File: src/rtl/mundo_ctrl.sv
// World-progression controller: qualifies the current world's Set flag, celebrates, advances.
// Optional skip input enabled by defining MUNDO_CTRL_SKIP_EN.
module mundo_ctrl #(
  parameter int NUM_WORLDS  = 5,
  parameter int HOLD_CYCLES = 4,
  parameter int SHOW_CYCLES = 8
) (
  input  logic                  clk,
  input  logic                  rst_n,
  input  logic [NUM_WORLDS-1:0] set_vec,
`ifdef MUNDO_CTRL_SKIP_EN
  input  logic                  skip,
`endif
  output logic [2:0]            world,
  output logic                  world_done,
  output logic                  busy,
  output logic                  all_done,
  output logic [6:0]            seg
);

  localparam int HW = (HOLD_CYCLES > 1) ? $clog2(HOLD_CYCLES) : 1;
  localparam int SW = (SHOW_CYCLES > 1) ? $clog2(SHOW_CYCLES) : 1;
  localparam logic [HW-1:0] HOLD_M1 = HW'(HOLD_CYCLES - 1);
  localparam logic [SW-1:0] SHOW_M1 = SW'(SHOW_CYCLES - 1);
  localparam logic [2:0]    LAST_W  = 3'(NUM_WORLDS - 1);
  localparam logic [6:0]    SEG_F   = 7'h71;

  typedef enum logic [1:0] {PLAY, SHOW, DONE} state_e;

  state_e        state_q, state_d;
  logic [HW-1:0] hold_cnt_q, hold_cnt_d;
  logic [SW-1:0] show_cnt_q, show_cnt_d;
  logic [2:0]    world_q, world_d;
  logic          world_done_q, world_done_d;
  logic          busy_q, busy_d;
  logic          all_done_q, all_done_d;
  logic [6:0]    seg_q, seg_d;
  logic          sel, skip_w, qual, show_last, world_last;

  // Digit shown for world index w is w+1.
  function automatic logic [6:0] seg_of(input logic [2:0] w);
    case (w)
      3'd0:    seg_of = 7'h06;
      3'd1:    seg_of = 7'h5B;
      3'd2:    seg_of = 7'h4F;
      3'd3:    seg_of = 7'h66;
      3'd4:    seg_of = 7'h6D;
      3'd5:    seg_of = 7'h7D;
      3'd6:    seg_of = 7'h07;
      default: seg_of = 7'h7F;
    endcase
  endfunction

`ifdef MUNDO_CTRL_SKIP_EN
  assign skip_w = skip;
`else
  assign skip_w = 1'b0;
`endif

  always_comb begin
    sel = 1'b0;
    for (int i = 0; i < NUM_WORLDS; i++)
      if (world_q == 3'(i)) sel = set_vec[i];
  end

  assign qual       = skip_w | (sel & (hold_cnt_q == HOLD_M1));
  assign show_last  = (show_cnt_q == SHOW_M1);
  assign world_last = (world_q == LAST_W);

  always_ff @(posedge clk or negedge rst_n)
    if (!rst_n) state_q <= PLAY;
    else        state_q <= state_d;

  always_comb begin
    state_d = state_q;
    case (state_q)
      PLAY:    if (qual) state_d = SHOW;
      SHOW:    if (show_last) state_d = world_last ? DONE : PLAY;
      default: state_d = DONE;
    endcase
  end

  always_comb begin
    hold_cnt_d   = hold_cnt_q;
    show_cnt_d   = show_cnt_q;
    world_d      = world_q;
    world_done_d = 1'b0;
    busy_d       = busy_q;
    all_done_d   = all_done_q;
    seg_d        = seg_q;
    case (state_q)
      PLAY: begin
        if (qual) begin
          hold_cnt_d   = '0;
          show_cnt_d   = '0;
          world_done_d = 1'b1;
          busy_d       = 1'b1;
        end else if (sel) begin
          hold_cnt_d = hold_cnt_q + 1'b1;
        end else begin
          hold_cnt_d = '0;
        end
      end
      SHOW: begin
        if (show_last) begin
          show_cnt_d = '0;
          busy_d     = 1'b0;
          if (world_last) begin
            all_done_d = 1'b1;
            seg_d      = SEG_F;
          end else begin
            world_d = world_q + 3'd1;
            seg_d   = seg_of(world_q + 3'd1);
          end
        end else begin
          show_cnt_d = show_cnt_q + 1'b1;
        end
      end
      default: begin
        busy_d     = 1'b0;
        all_done_d = 1'b1;
        seg_d      = SEG_F;
      end
    endcase
  end

  always_ff @(posedge clk or negedge rst_n)
    if (!rst_n) begin
      hold_cnt_q   <= '0;
      show_cnt_q   <= '0;
      world_q      <= '0;
      world_done_q <= 1'b0;
      busy_q       <= 1'b0;
      all_done_q   <= 1'b0;
      seg_q        <= 7'h06;
    end else begin
      hold_cnt_q   <= hold_cnt_d;
      show_cnt_q   <= show_cnt_d;
      world_q      <= world_d;
      world_done_q <= world_done_d;
      busy_q       <= busy_d;
      all_done_q   <= all_done_d;
      seg_q        <= seg_d;
    end

  assign world      = world_q;
  assign world_done = world_done_q;
  assign busy       = busy_q;
  assign all_done   = all_done_q;
  assign seg        = seg_q;

endmodule
File: config.mk
export PLATFORM = sky130hd
export DESIGN_NAME = mundo_ctrl
export DESIGN_NICKNAME = d
export VERILOG_FILES = /design/src/rtl/mundo_ctrl.sv
export SDC_FILE = /design/constraint.sdc
export NUM_CORES = 1
export LEC_CHECK = 0
export CAP_MARGIN = 20
export CELL_PAD_IN_SITES_DETAIL_PLACEMENT = 1
export CELL_PAD_IN_SITES_GLOBAL_PLACEMENT = 2
export CORE_MARGIN = 2
export CORE_UTILIZATION = 32
export DETAILED_ROUTE_END_ITERATION = 8
export GPL_ROUTABILITY_DRIVEN = 0
export GPL_TIMING_DRIVEN = 0
export PLACE_DENSITY_LB_ADDON = 0.1
export SYNTH_ARGS = -nofsm -noshare
export SYNTH_HDL_FRONTEND = slang
export SYNTH_SLANG_ARGS = --single-unit
export TNS_END_PERCENT = 30
File: constraint.sdc
create_clock -name clk -period 2 [get_ports clk]
set_input_delay 0.4 -clock clk [delete_from_list [all_inputs] [get_ports clk]]
set_output_delay 0.4 -clock clk [all_outputs]
set_load 0.03 [all_outputs]
==> flow_metrics.env <==
export IMPL_start_util_pct=34.1
export IMPL_reg2reg_to="state_q[0]$_DFFE_PN0P_"
export IMPL_insertion_delay_ns=0.30
export IMPL_required_ns=2.23
export IMPL_setup_tns_ns=0
export IMPL_cts_tree="yes"
export IMPL_status="complete, no violations"
export IMPL_tritoncts_num_buffers=3
export IMPL_via_per_inst=4.91
export IMPL_critical_path_class="register to register"
export IMPL_cp_max_fo=6
export IMPL_yosysTopAreaCellShare_pct=40.5
export IMPL_mostFrequentLayoutCells="clkdlybuf4s50_1, dfrtp_1, ha_1"
export IMPL_yosysUniqueCellTypes=35
export IMPL_hold_violations=0
export IMPL_ctsLongestPathBuffers=2
export IMPL_die_h_um=61.3
export IMPL_synth_area_top_cells="dfrtp_1, ha_1, dfstp_2"
export IMPL_final_setup_viol_count=0
export IMPL_dieWidth_um=61.3
export IMPL_io_buffers=19
export IMPL_fin_crit_sh_pct=95.7
export IMPL_ios=20
export IMPL_register_area_um2=480
export IMPL_grt_max_degree=20
export IMPL_yosysTopAreaCell="dfrtp_1"
export IMPL_r2r_cells=6
export IMPL_timing_final_crit_period_ns=1.91
export IMPL_post_dp_cell_area_um2=1300
export IMPL_ys_warn_count=0
export IMPL_num_vias=839
export IMPL_antenna_left=0
export IMPL_cp_startpoint="world[0]$_DFFE_PN0P_"
export IMPL_multiInputGateArea_um2=552
export IMPL_p_leak_nw=0.635
export IMPL_reg2reg_from="world[0]$_DFFE_PN0P_"
export IMPL_grt_pass1_vias=902
export IMPL_final_common_cell="clkdlybuf4s50_1"
export IMPL_ys_ff_latch=19
export IMPL_hold_buffers=0
export IMPL_max_cap_viol_count=0
export IMPL_syn_inst=96
export IMPL_fmax_ghz=0.522
export IMPL_num_fill_cells=372
export IMPL_core_area_um2=3080
export IMPL_worstSetupEndpoint="state_q[0]$_DFFE_PN0P_"
export IMPL_clk_pin_slew_ns=0.12
export IMPL_finish_utilization_pct=45.2
export IMPL_syn_cell_area_um2=1050
export IMPL_h_tree_depth=1
export IMPL_nNetsFinal=147
export IMPL_post_place_ws_ns=-0.0671
export IMPL_rows=20
export IMPL_dr_pass1_iters=4
export IMPL_antenna_cells=0
export IMPL_dr_first_iter_drc_count=20
export IMPL_wl_um=2540
export IMPL_clockRootBuffer="clkbuf_4"
export IMPL_min_delay_path_class="register to register"
export IMPL_grt_usage_pct=15.4
export IMPL_worst_slew_pin_slew_ns=0.893
export IMPL_final_area_um2=1390
export IMPL_setup_ws_ns=0.0855
export IMPL_regToRegSetupSlack_ns=0.09
export IMPL_antenna_found_initial=0
export IMPL_power_total_mw=2.14
export IMPL_vdd_ir_drop_max_mv=0.625
export IMPL_crit_path_end_kind="register"
export IMPL_dp_hpwl_um=1820
export IMPL_die_area_um2=3760
export IMPL_syn2layout_area_growth_pct=32.4
export IMPL_slew_viol_final=0
export IMPL_cp_start_kind="register"
export IMPL_relSlewSlack_pct=40.3
export IMPL_drive_above_1_share_pct=18.9
export IMPL_powerDensity_nw_per_um2=1540
export IMPL_overflow=0
export IMPL_rsz0062_at_grt="false"
export IMPL_wl_per_cell_um=14.8
export IMPL_ys_seq_area_share_pct=45.5
export IMPL_syn_nets=115
export IMPL_fin_skew_ns=0.00146
export IMPL_numClockSinks=19
export IMPL_avgSynthCellArea_um2=10.9
export IMPL_drc=0
export IMPL_arrival_ns=2.15
export IMPL_grt_pass1_wl_um=4130
==> per-stage QoR <==
step	cells	hold slack, ns
after floorplan	96	0.104
after global placement	159	0.452
after detailed placement	159	0.457
after CTS	169	0.485
after global routing	171	0.502
final	171	0.477
==> cell type report <==
cell class | count | share of cell area (%)
well taps | 44 | 3.96
clock buffers | 3 | 1.62
multi-input cells | 72 | 39.7
flip-flops and latches | 19 | 34.5
plain buffers | 1 | 0.809
inverters | 4 | 1.08
repair buffers | 27 | 18.0
clock inverters | 1 | 0.360
==> worst min path at each step <==
| stage | cells after the start | slack (ns) | end | startpoint |
|---|---|---|---|---|
| after floorplan | 0 | 0.10 | all_done$_DFFE_PN0P_ | rst_n |
| after global placement | 1 | 0.45 | all_done$_DFFE_PN0P_ | all_done$_DFFE_PN0P_ |
| after detailed placement | 1 | 0.46 | all_done$_DFFE_PN0P_ | all_done$_DFFE_PN0P_ |
| after CTS | 1 | 0.49 | all_done$_DFFE_PN0P_ | all_done$_DFFE_PN0P_ |
| after global routing | 1 | 0.50 | all_done$_DFFE_PN0P_ | all_done$_DFFE_PN0P_ |
| final | 1 | 0.48 | all_done$_DFFE_PN0P_ | all_done$_DFFE_PN0P_ |
==> kinds of logic after synthesis <==
| family | count (synthesis) | share of synthesized area [%] |
|---|---|---|
| mux | 3 | 2.98 |
| xor+xnor | 1 | 0.833 |
| flops | 19 | 45.5 |
| buf+inv | 5 | 2.50 |
| compound gates | 27 | 17.0 |
| fa+ha+maj | 12 | 14.3 |
| simple gates | 29 | 16.9 |
==> metal layers <==
layer / track usage (%) / vias to the layer above / routed length (µm)
met3: 2.52 / 2 / 68
met5: 0 / - / 0
met2: 27.7 / 13 / 1360
met1: 17.7 / 417 / 1080
met4: 7.45 / 0 / 25
li1: - / 407 / -
==> timing repair <==
item / 4_1_cts / 5_1_grt
resized for setup: 3 / 0
hold endpoints to repair: 0 / 0
pin swaps: 1 / 0
setup endpoints to repair: 10 / 6
buffers inserted: 6 / 2
==> worst max-delay path, cell delays in order, from the launching register on <==
cell	delay [ns]
dfrtp_2	0.47
ha_2	0.23
ha_1	0.22
o31a_1	0.35
nor4_4	0.29
buf_4	0.17
o2bb2ai_1	0.11
==> synthesized netlist by cell type <==
| cell | n |
|---|---|
| o2bb2ai_1 | 1 |
| o21a_1 | 1 |
| a21o_1 | 1 |
| o31a_1 | 1 |
| buf_6 | 1 |
| inv_1 | 4 |
| nand3b_1 | 1 |
| dfstp_2 | 2 |
| nor3_1 | 1 |
| nand2_1 | 8 |
| a32o_1 | 1 |
| mux2_2 | 1 |
| or4_1 | 1 |
| nor2b_1 | 1 |
| nand2b_1 | 4 |
| dfrtp_1 | 17 |
| a21oi_1 | 8 |
| mux2i_1 | 2 |
| o21ai_0 | 6 |
| a211o_1 | 1 |
| a22oi_1 | 1 |
| nand4b_1 | 1 |
| xnor2_1 | 1 |
| o22a_1 | 2 |
| and3_4 | 1 |
| nor4_1 | 2 |
| or2_2 | 2 |
| o21bai_1 | 2 |
| ha_1 | 12 |
| and2_1 | 1 |
| a2bb2oi_1 | 1 |
| nor4_4 | 1 |
| nor2_1 | 3 |
| a22o_1 | 1 |
| or3_1 | 2 |
==> flip-flops by register name (all words and copies together), names as in the netlist <==
signal and cells:
all_done 1, hold_cnt_q 2, seg 7, show_cnt_q 3, state_q 2, world 3, world_done 1
==> power by group <==
group	internal [mW]	switching [mW]	leakage, nW
logic	0.631	0.662	0.389
clock network	0.0745	0.129	0.0177
registers	0.534	0.113	0.228
total	1.24	0.905	0.635
(Power assumes the default switching activity.)
